File: config.mk
export PLATFORM = sky130hd
export DESIGN_NAME = acq_sequencer
export DESIGN_NICKNAME = d
export VERILOG_FILES = /design/src/rtl/acq_sequencer.sv
export SDC_FILE = /design/constraint.sdc
export NUM_CORES = 1
export LEC_CHECK = 0
export CORE_UTILIZATION = 45
export CTS_CLUSTER_DIAMETER = 120
export DETAILED_ROUTE_END_ITERATION = 8
export PLACE_DENSITY = 0.79
export RECOVER_POWER = 100
export SLEW_MARGIN = 20
export SYNTH_ARGS = -nofsm -noshare
export SYNTH_HDL_FRONTEND = slang
export SYNTH_SLANG_ARGS = --single-unit
File: constraint.sdc
create_clock -name i_clk -period 2.01 [get_ports i_clk]
set_input_delay 0.603 -clock i_clk [delete_from_list [all_inputs] [get_ports i_clk]]
set_output_delay 0.603 -clock i_clk [all_outputs]
set_load 0.1 [all_outputs]
File: src/rtl/acq_sequencer.sv
// Sequences the sigma-delta ADC through reset/zero/cal, blanks the CIC start-up, then gates frame triggers.
// Optional: define ACQ_SEQ_AUTO_RECAL_EN to recalibrate automatically every RECAL_FRAMES triggers.
module acq_sequencer #(
  parameter int RST_CYCLES    = 16,
  parameter int ZERO_CYCLES   = 4096,
  parameter int CAL_CYCLES    = 4096,
  parameter int DVAL_TIMEOUT  = 65535,
  parameter int SETTLE_FRAMES = 3,
  parameter int RECAL_FRAMES  = 1024,
  parameter int CNT_WIDTH     = 16
) (
  input  logic       i_clk,
  input  logic       i_rst_n,
  input  logic       i_en,
  input  logic       i_cal_req,
  input  logic       i_dval,
  input  logic       i_dclk,
  output logic       o_adc_rst,
  output logic       o_adc_zero,
  output logic       o_adc_cal,
  output logic       o_stream_en,
  output logic       o_packet_trigger,
  output logic       o_fault,
  output logic [2:0] o_state
);

  typedef enum logic [2:0] {
    ST_ADC_RST   = 3'd0,
    ST_ZERO      = 3'd1,
    ST_CAL       = 3'd2,
    ST_WAIT_DVAL = 3'd3,
    ST_SETTLE    = 3'd4,
    ST_RUN       = 3'd5,
    ST_FAULT     = 3'd6
  } state_t;

  localparam int CNT_LIMIT = 1 << CNT_WIDTH;
  // A mis-sized instance stays parked in ADC_RST rather than running with truncated timers.
  localparam bit CFG_OK = (RST_CYCLES > 0) && (RST_CYCLES < CNT_LIMIT) &&
                          (ZERO_CYCLES > 0) && (ZERO_CYCLES < CNT_LIMIT) &&
                          (CAL_CYCLES > 0) && (CAL_CYCLES < CNT_LIMIT) &&
                          (DVAL_TIMEOUT > 0) && (DVAL_TIMEOUT < CNT_LIMIT) &&
                          (SETTLE_FRAMES > 0) && (SETTLE_FRAMES < CNT_LIMIT) &&
                          (RECAL_FRAMES > 0) && (RECAL_FRAMES < CNT_LIMIT);

  localparam logic [CNT_WIDTH-1:0] RST_LAST    = CNT_WIDTH'(RST_CYCLES - 1);
  localparam logic [CNT_WIDTH-1:0] ZERO_LAST   = CNT_WIDTH'(ZERO_CYCLES - 1);
  localparam logic [CNT_WIDTH-1:0] CAL_LAST    = CNT_WIDTH'(CAL_CYCLES - 1);
  localparam logic [CNT_WIDTH-1:0] DVAL_LAST   = CNT_WIDTH'(DVAL_TIMEOUT - 1);
  localparam logic [CNT_WIDTH-1:0] SETTLE_LAST = CNT_WIDTH'(SETTLE_FRAMES - 1);

  state_t               state_q, state_d;
  logic [CNT_WIDTH-1:0] timer_q, timer_d;
  logic                 dclk_q;
  logic                 trig_d;
  logic                 en;
  logic                 dclk_rise;
  logic                 recal_hit;

  assign en        = i_en & CFG_OK;
  assign dclk_rise = i_dclk & ~dclk_q;

`ifdef ACQ_SEQ_AUTO_RECAL_EN
  localparam logic [CNT_WIDTH-1:0] RECAL_LAST = CNT_WIDTH'(RECAL_FRAMES);
  logic [CNT_WIDTH-1:0] frame_q, frame_d;
  // Counter reaches RECAL_FRAMES while the last trigger is on the output, so leave on the next edge.
  assign recal_hit = (frame_q == RECAL_LAST);
`else
  assign recal_hit = 1'b0;
`endif

  always_comb begin
    state_d = state_q;
    timer_d = timer_q;
    trig_d  = 1'b0;
`ifdef ACQ_SEQ_AUTO_RECAL_EN
    frame_d = frame_q;
`endif
    if (en || (state_q > ST_FAULT)) begin
      case (state_q)
        ST_ADC_RST: begin
          if (timer_q == RST_LAST) begin
            state_d = ST_ZERO;
            timer_d = '0;
          end else begin
            timer_d = timer_q + 1'b1;
          end
        end
        ST_ZERO: begin
          if (timer_q == ZERO_LAST) begin
            state_d = ST_CAL;
            timer_d = '0;
          end else begin
            timer_d = timer_q + 1'b1;
          end
        end
        ST_CAL: begin
          if (timer_q == CAL_LAST) begin
            state_d = ST_WAIT_DVAL;
            timer_d = '0;
          end else begin
            timer_d = timer_q + 1'b1;
          end
        end
        ST_WAIT_DVAL: begin
          if (i_dval) begin
            state_d = ST_SETTLE;
            timer_d = '0;
          end else if (timer_q == DVAL_LAST) begin
            state_d = ST_FAULT;
            timer_d = '0;
          end else begin
            timer_d = timer_q + 1'b1;
          end
        end
        ST_SETTLE: begin
          // Timer counts discarded decimator frames here, not cycles.
          if (dclk_rise) begin
            if (timer_q == SETTLE_LAST) begin
              state_d = ST_RUN;
              timer_d = '0;
`ifdef ACQ_SEQ_AUTO_RECAL_EN
              frame_d = '0;
`endif
            end else begin
              timer_d = timer_q + 1'b1;
            end
          end
        end
        ST_RUN: begin
          if (i_cal_req || recal_hit) begin
            state_d = ST_ADC_RST;
            timer_d = '0;
          end else if (dclk_rise) begin
            trig_d = 1'b1;
`ifdef ACQ_SEQ_AUTO_RECAL_EN
            frame_d = frame_q + 1'b1;
`endif
          end
        end
        ST_FAULT: begin
          if (i_cal_req) begin
            state_d = ST_ADC_RST;
            timer_d = '0;
          end
        end
        default: begin
          state_d = ST_ADC_RST;
          timer_d = '0;
        end
      endcase
    end
  end

  always_ff @(posedge i_clk or negedge i_rst_n) begin
    if (!i_rst_n) begin
      state_q          <= ST_ADC_RST;
      timer_q          <= '0;
      dclk_q           <= 1'b0;
      o_adc_rst        <= 1'b1;
      o_adc_zero       <= 1'b0;
      o_adc_cal        <= 1'b0;
      o_stream_en      <= 1'b0;
      o_packet_trigger <= 1'b0;
      o_fault          <= 1'b0;
`ifdef ACQ_SEQ_AUTO_RECAL_EN
      frame_q          <= '0;
`endif
    end else begin
      state_q          <= state_d;
      timer_q          <= timer_d;
      dclk_q           <= i_dclk;
      o_adc_rst        <= (state_d == ST_ADC_RST);
      o_adc_zero       <= (state_d == ST_ZERO);
      o_adc_cal        <= (state_d == ST_CAL);
      o_stream_en      <= (state_d == ST_RUN);
      o_packet_trigger <= trig_d;
      o_fault          <= (state_d == ST_FAULT);
`ifdef ACQ_SEQ_AUTO_RECAL_EN
      frame_q          <= frame_d;
`endif
    end
  end

  assign o_state = state_q;

endmodule

Word-level counts from Yosys, hierarchy flattened
Cells that the tools add are included.

operators by class
  $add $sub $neg = 1
  magnitude comparators = 1
  equality and inequality tests = 16
  muxes and demuxes = 22
  bitwise gates (word level) = 2
  reductions and logical operators = 6

operators with widths
  kind                                                                number
  16-bit 2-to-1 mux                                                   7
  16-bit one-hot mux with 5 select lines                              1
  3-bit 2-to-1 mux                                                    9
  3-bit one-hot mux with 6 select lines                               1
  16-bit by 1-bit adder with 16-bit output (second input constant)    1
  16-bit by 12-bit == test with 1-bit output (second input constant)  1
  16-bit == test (second input constant)                              1
  16-bit by 2-bit == test with 1-bit output (second input constant)   1
  16-bit by 4-bit == test with 1-bit output (second input constant)   1
  3-bit == test (second input constant)                               5
  3-bit by 2-bit == test with 1-bit output (second input constant)    3
  3-bit by 1-bit == test with 1-bit output (second input constant)    2
  3-bit zero test                                                     2
  1-bit 2-to-1 mux                                                    4
  2-bit OR reduction                                                  2
  3-bit > comparator (second input constant)                          1
  3-bit AND reduction                                                 1
  2-bit by 1-bit != test with 1-bit output (second input constant)    1
  2-bit != test (second input constant)                               1
  1-bit bitwise AND                                                   1
  1-bit logical OR                                                    1
  1-bit NOT                                                           1

word-level totals
  register bits after elaboration = 26
  input bits = 6
  output and inout bits = 9
  word-level logic and storage cells = 57

Logic depth before layout (Yosys ltp)
Gate-level depths: netlist (run 1).

  word-level depth = 6
  mapped depth = 8
  mapped depth without buffers = 7

Worst setup path before layout (run 1)
Ideal clock, no wire load.

  path type = reg-to-reg
  from = reg state_q[2], in the netlist o_state[2]
  to = reg timer_q[4]
  setup time = 122 ps
  data arrival time = 2,286 ps
  data required time = 1,888 ps
  path slack = -398 ps
  stages on the path, launching flop included = 7
  clock period less this slack = 2,408 ps
  cells stage by stage = dfrtp_1 > nand4bb_1 > a2111oi_4 > o32ai_2 > nor3b_4 > buf_6 > nor3_2

on the way
  word-level cells in the longest chain between the ends = 4

RTL lines
  item                                                       line  text
  start: declaration                                         52    state_t state_q, state_d;
  start signal: assignment                                   170   state_q <= state_d;
  3-bit == test                                              80    case (state_q)
  2-bit OR reduction (no source line)                        --
  2-bit by 1-bit != test with 1-bit output (no source line)  --
  3-bit AND reduction (no source line)                       --
  end signal: assignment                                     171   timer_q <= timer_d;
  end: declaration                                           53    logic [CNT_WIDTH-1:0] timer_q, timer_d;

Several ways; a longest one is shown, not always the timed one.
A chain may end at the register's enable or synchronous reset.

Final worst setup path (run 1)
  from = reg timer_q[15]
  to = reg timer_q[14]

on the way
  word-level cells in the longest chain between the ends = 4

RTL lines
  item                                                                         line
  16-bit by 2-bit == test with 1-bit output or 16-bit == test (tied branches)  119, 109
  16-bit 2-to-1 mux, on equally long branches                                  119, 109
  16-bit 2-to-1 mux, on equally long branches                                  118, 106
  16-bit one-hot mux with 5 select lines *                                     80

Mark *: on every way between the ends. The rest lies on a longest branch, timed or not. The select of a mux whose other input is x is not followed.

==> results of run 1 <==
[cell type report]
cell class                 count  area, sq um  share of cell area
multi-input combinational    131        964.7              0.4381
sequential                    26        658.1              0.2989
timing repair buffer          52        431.7              0.1960
tap                           46        57.56             0.02614
clock buffer                   3        41.29             0.01875
clock inverter                 1        30.03             0.01364
inverter                       5        18.77            0.008523
[kinds of logic after synthesis]
| logic type | synth area share |
|---|---|
| and+or+nand+nor | 0.3255 |
| DFF | 0.3854 |
| xor gates and xnor gates | 0.01036 |
| buffers and inverters | 0.05769 |
| adders and majority gates | 0.01479 |
| muxes | 0.05326 |
| AOI/OAI and AO/OA | 0.1531 |
[how the worst max path moves through the flow]
stage | startpoint | end | slack, ps | cells past startpoint
after floorplan | timer_q[15]$_DFFE_PN0P_ | timer_q[7]$_DFFE_PN0P_ | -80 | 6
after global placement | i_cal_req | timer_q[13]$_DFFE_PN0P_ | -380 | 7
after detailed placement | i_cal_req | timer_q[1]$_DFFE_PN0P_ | -520 | 7
after CTS | timer_q[15]$_DFFE_PN0P_ | timer_q[9]$_DFFE_PN0P_ | -120 | 6
after global routing | timer_q[15]$_DFFE_PN0P_ | o_adc_cal$_DFF_PN0_ | -190 | 5
final | timer_q[15]$_DFFE_PN0P_ | timer_q[14]$_DFFE_PN0P_ | -120 | 6
[flip-flops by register name, indices dropped and copies added (netlist names)]
register,count
o_packet_trigger,1
timer_q,16
o_adc_rst,1
o_adc_cal,1
o_stream_en,1
o_adc_zero,1
dclk_q,1
o_state,3
o_fault,1
[layer usage]
metal | vias up | wire (microns) | track usage
li1 | 732 | - | -
met1 | 777 | 1748 | 0.2635
met2 | 48 | 2221 | 0.4073
met3 | 18 | 152 | 0.03261
met4 | 0 | 144 | 0.09943
met5 | - | 0 | 0
[through the flow]
stage | instance area (sq um) | utilization | setup slack, ps
2_1_floorplan | 1698 | - | -82.13
3_3_place_gp | 2190 | 0.6313 | -380.9
3_5_place_dp | 2190 | 0.6313 | -523.5
4_1_cts | 2288 | 0.6598 | -117.6
5_1_grt | 2202 | 0.6349 | -190.1
6_report | 2202 | 0.6349 | -119.0
[cell usage in the layout, fill, tap and decap left out, types with 6 or more instances in the layout]
master,n
buf_4,35
clkbuf_2,6
dfrtp_1,22
mux2i_1,9
nand2_1,14
nand3_1,6
nor2_1,12
nor3_1,9
nor3_2,6
[synthesized netlist by cell type (3+ instances only)]
library cell and instances:
and3_1 4, nand2_1 15, a21oi_1 5, mux2i_1 9
o21ai_0 4, and3_2 4, buf_6 3, nand3_1 6
a211oi_1 3, dfrtp_1 25, o211ai_1 3, clkbuf_1 3
nand4_1 4, nor3_1 9, nor2_1 12, nor3_2 6
inv_1 5, a31oi_1 5
[timing repair]
| action | in CTS | in global routing |
|---|---|---|
| endpoints found under the setup margin | 20 | 22 |
| pin swaps | 0 | 2 |
| gates resized for setup | 6 | 1 |
| buffers inserted | 1 | 1 |
[power breakdown]
part / leakage [nW] / internal [mW] / switching [mW]
Clock: 0.0357 / 0.267 / 0.170
Sequential: 0.340 / 0.594 / 0.0495
Combinational: 0.593 / 0.329 / 0.551
==> flow_summary.toml, run 1 <==
[job]
drv_cap = 0

[place]
io_buffers = 14
placedCellCount = 258
dp.final_hpwl_microns = 3214
gp_congestion = 0.8391

[timing]
finalMaxSlewViolations = 0
rsz0062_at_grt = "true"
final.setup_skew_ps = 1.329
setup_tns_ps = -1813
fmax_mhz = 469.7
hold_ws_ps = 547.0
worst_pin_slew_ps = 650.2
max_slew_margin = 0.5665
post-route-period-util = 1.059
hold_viol = 0
min_period_ps = 2129
setup_slack_ps = -119.0
finalSetupViolCount = 21

[final_layout]
syn2layout_area_growth_pct = 30.18
fillers = 277
layout.nets = 227
diodes = 0
drive_gt1_frac = 0.3807
fin_cells = 264

[setup_path]
reg2reg_depth = 6
crit_required_ps = 2180
startpoint_type = "register"
cp_top_family = "simple AND/OR/NAND/NOR gates"
worst-path-buf-inv = 1
crit_path_end_kind = "register"
cp_slowest_stage_delay_ps = 580
crit_fanout = 6
slowest_stage = "or4_4"
r2r_end = "timer_q[14]$_DFFE_PN0P_"
rrSetupSlack_ps = -120
path_class = "register to register"
arrival_ps = 2300
r2r_start = "timer_q[15]$_DFFE_PN0P_"
crit_chain = "or4_4, nor4_4, o32ai_2, nor3b_4, buf_4, nor3_1"

[drt]
num_vias = 1575
vias_per_cell = 5.966
drt_iter0_drc = 56
drc = 0
antenna_left = 0
wl_microns = 4267
routedWlPerCell_microns = 16.16
firstDrtPassIters = 4

[clock_tree]
clkTransAtPathRegs_ps = 90
cts-buffers-inserted = 3
worstSkewPairLatency_ps = 270
cts_tree = "built"
cts-htree-levels = 1
cts_sinks = 26
clock_path_buffers = 2
cts_root_buf = "clkbuf_8"
hold_buffers = 0

[floorplanning]
fp.coreArea_sq_um = 3468
die_area_sq_um = 4008
num_rows = 21
start_util = 0.4877
io_pins = 15
dieWidth_microns = 63.31
chipHeight_microns = 63.31

[synthesis]
ys_seq_area_frac = 0.3854
yosysWarnings = 0
synthDistinctLibCells = 55
syn_area_sq_um = 1692
synth.largest_area_cell = "dfrtp_1"
synth-seq-cells = 26
synth.top_cell.area_share = 0.3698
synth_edf_count = 0
synth_area_leaders = "dfrtp_1, mux2i_1, nor3_2"
synth_area_per_cell_sq_um = 9.835
ys.flop_type = "dfrtp_1"
synthCells = 172
syn_nets = 180
async_flop_share = 1.000

[worst_hold_path]
holdPathStages = 1
hold_end = "o_packet_trigger$_DFF_PN0_"
hp-class = "register to register"
min_from = "o_state[1]$_DFF_PN0_"

[grt]
grt_first_pass_wirelength_microns = 7086
grt_pass1_vias = 1541
overflow = 0
antenna_found_initial = 0
grt_max_degree = 27
groute.usage.overall = 0.2260

[power]
p_per_area_nw_per_um2 = 890.2
p_total_mw = 1.960
power_leakage_nw = 0.9695
max-vdd-ir-drop_uv = 499.5

[status]
violations = "negative setup slack"
outcome = "finished with violations"
Note: power is estimated with default switching activity, not from simulation.
==> run 2, diff against run 1 <==
- CTS_CLUSTER_DIAMETER: 120 -> unset
- PLACE_DENSITY: 0.79 -> 0.67
==> flow_summary.toml, run 2 (synthesized netlist as in run 1, its figures left out) <==
[floorplanning]
io_pins = 15
num_rows = 21
chipHeight_microns = 63.31
dieWidth_microns = 63.31
die_area_sq_um = 4008
fp.coreArea_sq_um = 3468
start_util = 0.4877

[grt]
grt_first_pass_wirelength_microns = 7438
groute.usage.overall = 0.2403
grt_max_degree = 27
overflow = 0
grt_pass1_vias = 1575
antenna_found_initial = 0

[status]
violations = "negative setup slack"
outcome = "finished with violations"

[setup_path]
crit_fanout = 15
cp_slowest_stage_delay_ps = 580
reg2reg_depth = 6
startpoint_type = "register"
slowest_stage = "or4_4"
worst-path-buf-inv = 1
crit_chain = "or4_4, nor4_4, o32ai_2, nor3b_4, buf_12, nor3_1"
crit_path_end_kind = "register"
rrSetupSlack_ps = -120
crit_required_ps = 2180
cp_top_family = "simple AND/OR/NAND/NOR gates"
arrival_ps = 2300
path_class = "register to register"
worst-path-stages = 6

[power]
p_per_area_nw_per_um2 = 909.7
swShare = 0.3895
p_int_mw = 1.208
max-vdd-ir-drop_uv = 436.5
power.switching_mw = 0.7706
clkPwrFrac = 0.223
p_comb_frac = 0.440
seqPwrFrac = 0.337
power_leakage_nw = 0.9406

[drt]
drc = 0
drt_iter0_drc = 103
num_vias = 1497
vias_per_cell = 5.802
firstDrtPassIters = 4
routedWlPerCell_microns = 16.94
antenna_left = 0
wl_microns = 4371

[final_layout]
largest_register = "timer_q"
diodes = 0
layout_common_cells = "buf_4, dfrtp_1, nand2_1, nor2_1"
final_util = 0.6270
layout.nets = 221
largest_reg_flops = 16
drive_gt1_frac = 0.3632
fin_cells = 258
syn2layout_area_growth_pct = 28.55
final_common_cell = "buf_4"

[clock_tree]
hold_buffers = 0
clock_path_buffers = 2
cts_setup_buffers = 0
cts_root_buf = "clkbuf_8"
cts_tree = "built"
cts-htree-levels = 1
worstSkewPairLatency_ps = 280
cts_sinks = 26
cts-buffers-inserted = 3
clkTransAtPathRegs_ps = 90

[worst_hold_path]
hp-class = "register to register"
holdPathStages = 1

[timing]
min_period_ps = 2126
hold_viol = 0
worst_pin_slew_ps = 669.5
final.setup_skew_ps = 3.183
max_slew_margin = 0.5537
finalSetupViolCount = 20
setup_tns_ps = -1856
finalMaxSlewViolations = 0
post-route-period-util = 1.058
rsz0062_at_grt = "true"
fmax_mhz = 470.4
setup_slack_ps = -115.8
hold_ws_ps = 568.1

[place]
placedCellCount = 254
place_ws_ps = -470.8
gp_congestion = 0.8641
dp.final_hpwl_microns = 3188
io_buffers = 14

[job]
drv_cap = 0
-- run 2: final timing paths --
path / startpoint / to
setup / recovery: timer_q[15]$_DFFE_PN0P_ / timer_q[10]$_DFFE_PN0P_
hold / removal: o_state[1]$_DFF_PN0_ / o_packet_trigger$_DFF_PN0_
setup reg to reg: timer_q[15]$_DFFE_PN0P_ / timer_q[10]$_DFFE_PN0P_
hold reg to reg: o_state[1]$_DFF_PN0_ / o_packet_trigger$_DFF_PN0_
max in group asynchronous: i_rst_n / o_state[2]$_DFF_PN0_
min in group asynchronous: i_rst_n / o_packet_trigger$_DFF_PN0_
-- run 2: worst register-to-register path: cells and delay by family, from the launching register on --
family	cells	cell delay, ps
AOI/OAI and AO/OA	1	180
buffers and inverters	1	190
DFF	1	390
and+or+nand+nor	4	1270
-- run 2: per-layer routing --
metal / global-route usage / share of wire / vias up
li1: - / - / 724
met2: 0.4328 / 0.53 / 37
met5: 0 / 0 / -
met1: 0.2829 / 0.42 / 727
met3: 0.02899 / 0.029 / 9
met4: 0.1080 / 0.021 / 0
-- run 2: through the flow --
stage / total power [mW] / instance area [sq um]
global placement: 1.545 / 2160
detailed placement: 1.576 / 2160
global route: 2.082 / 2175
CTS: 2.029 / 2232
floorplan: 1.215 / 1698
finish: 1.978 / 2175
-- run 2: what timing repair did --
item	4_1_cts	5_1_grt
endpoints found under the hold margin	0	0
cloned	0	0
endpoints found under the setup margin	20	22
resized for setup	2	5
pin swaps	1	1
-- run 2: area by class of cell --
| class | instances | area, sq um |
|---|---|---|
| clock buffers | 3 | 41.29 |
| clock inverters | 1 | 30.03 |
| multi-input cells | 131 | 967.2 |
| repair buffers | 46 | 401.6 |
| inverters | 5 | 18.77 |
| fillers | 303 | 1294 |
| flip-flops and latches | 26 | 658.1 |
| well taps | 46 | 57.56 |
-- run 2: power groups by stage --
stage                     Combinational (mW)  Clock (mW)  Sequential [mW]
after floorplan                        0.350           0            0.865
after global placement                 0.874           0            0.671
after detailed placement               0.900           0            0.676
after CTS                              0.905       0.456            0.668
after global routing                   0.932       0.475            0.674
final                                  0.871       0.441            0.666
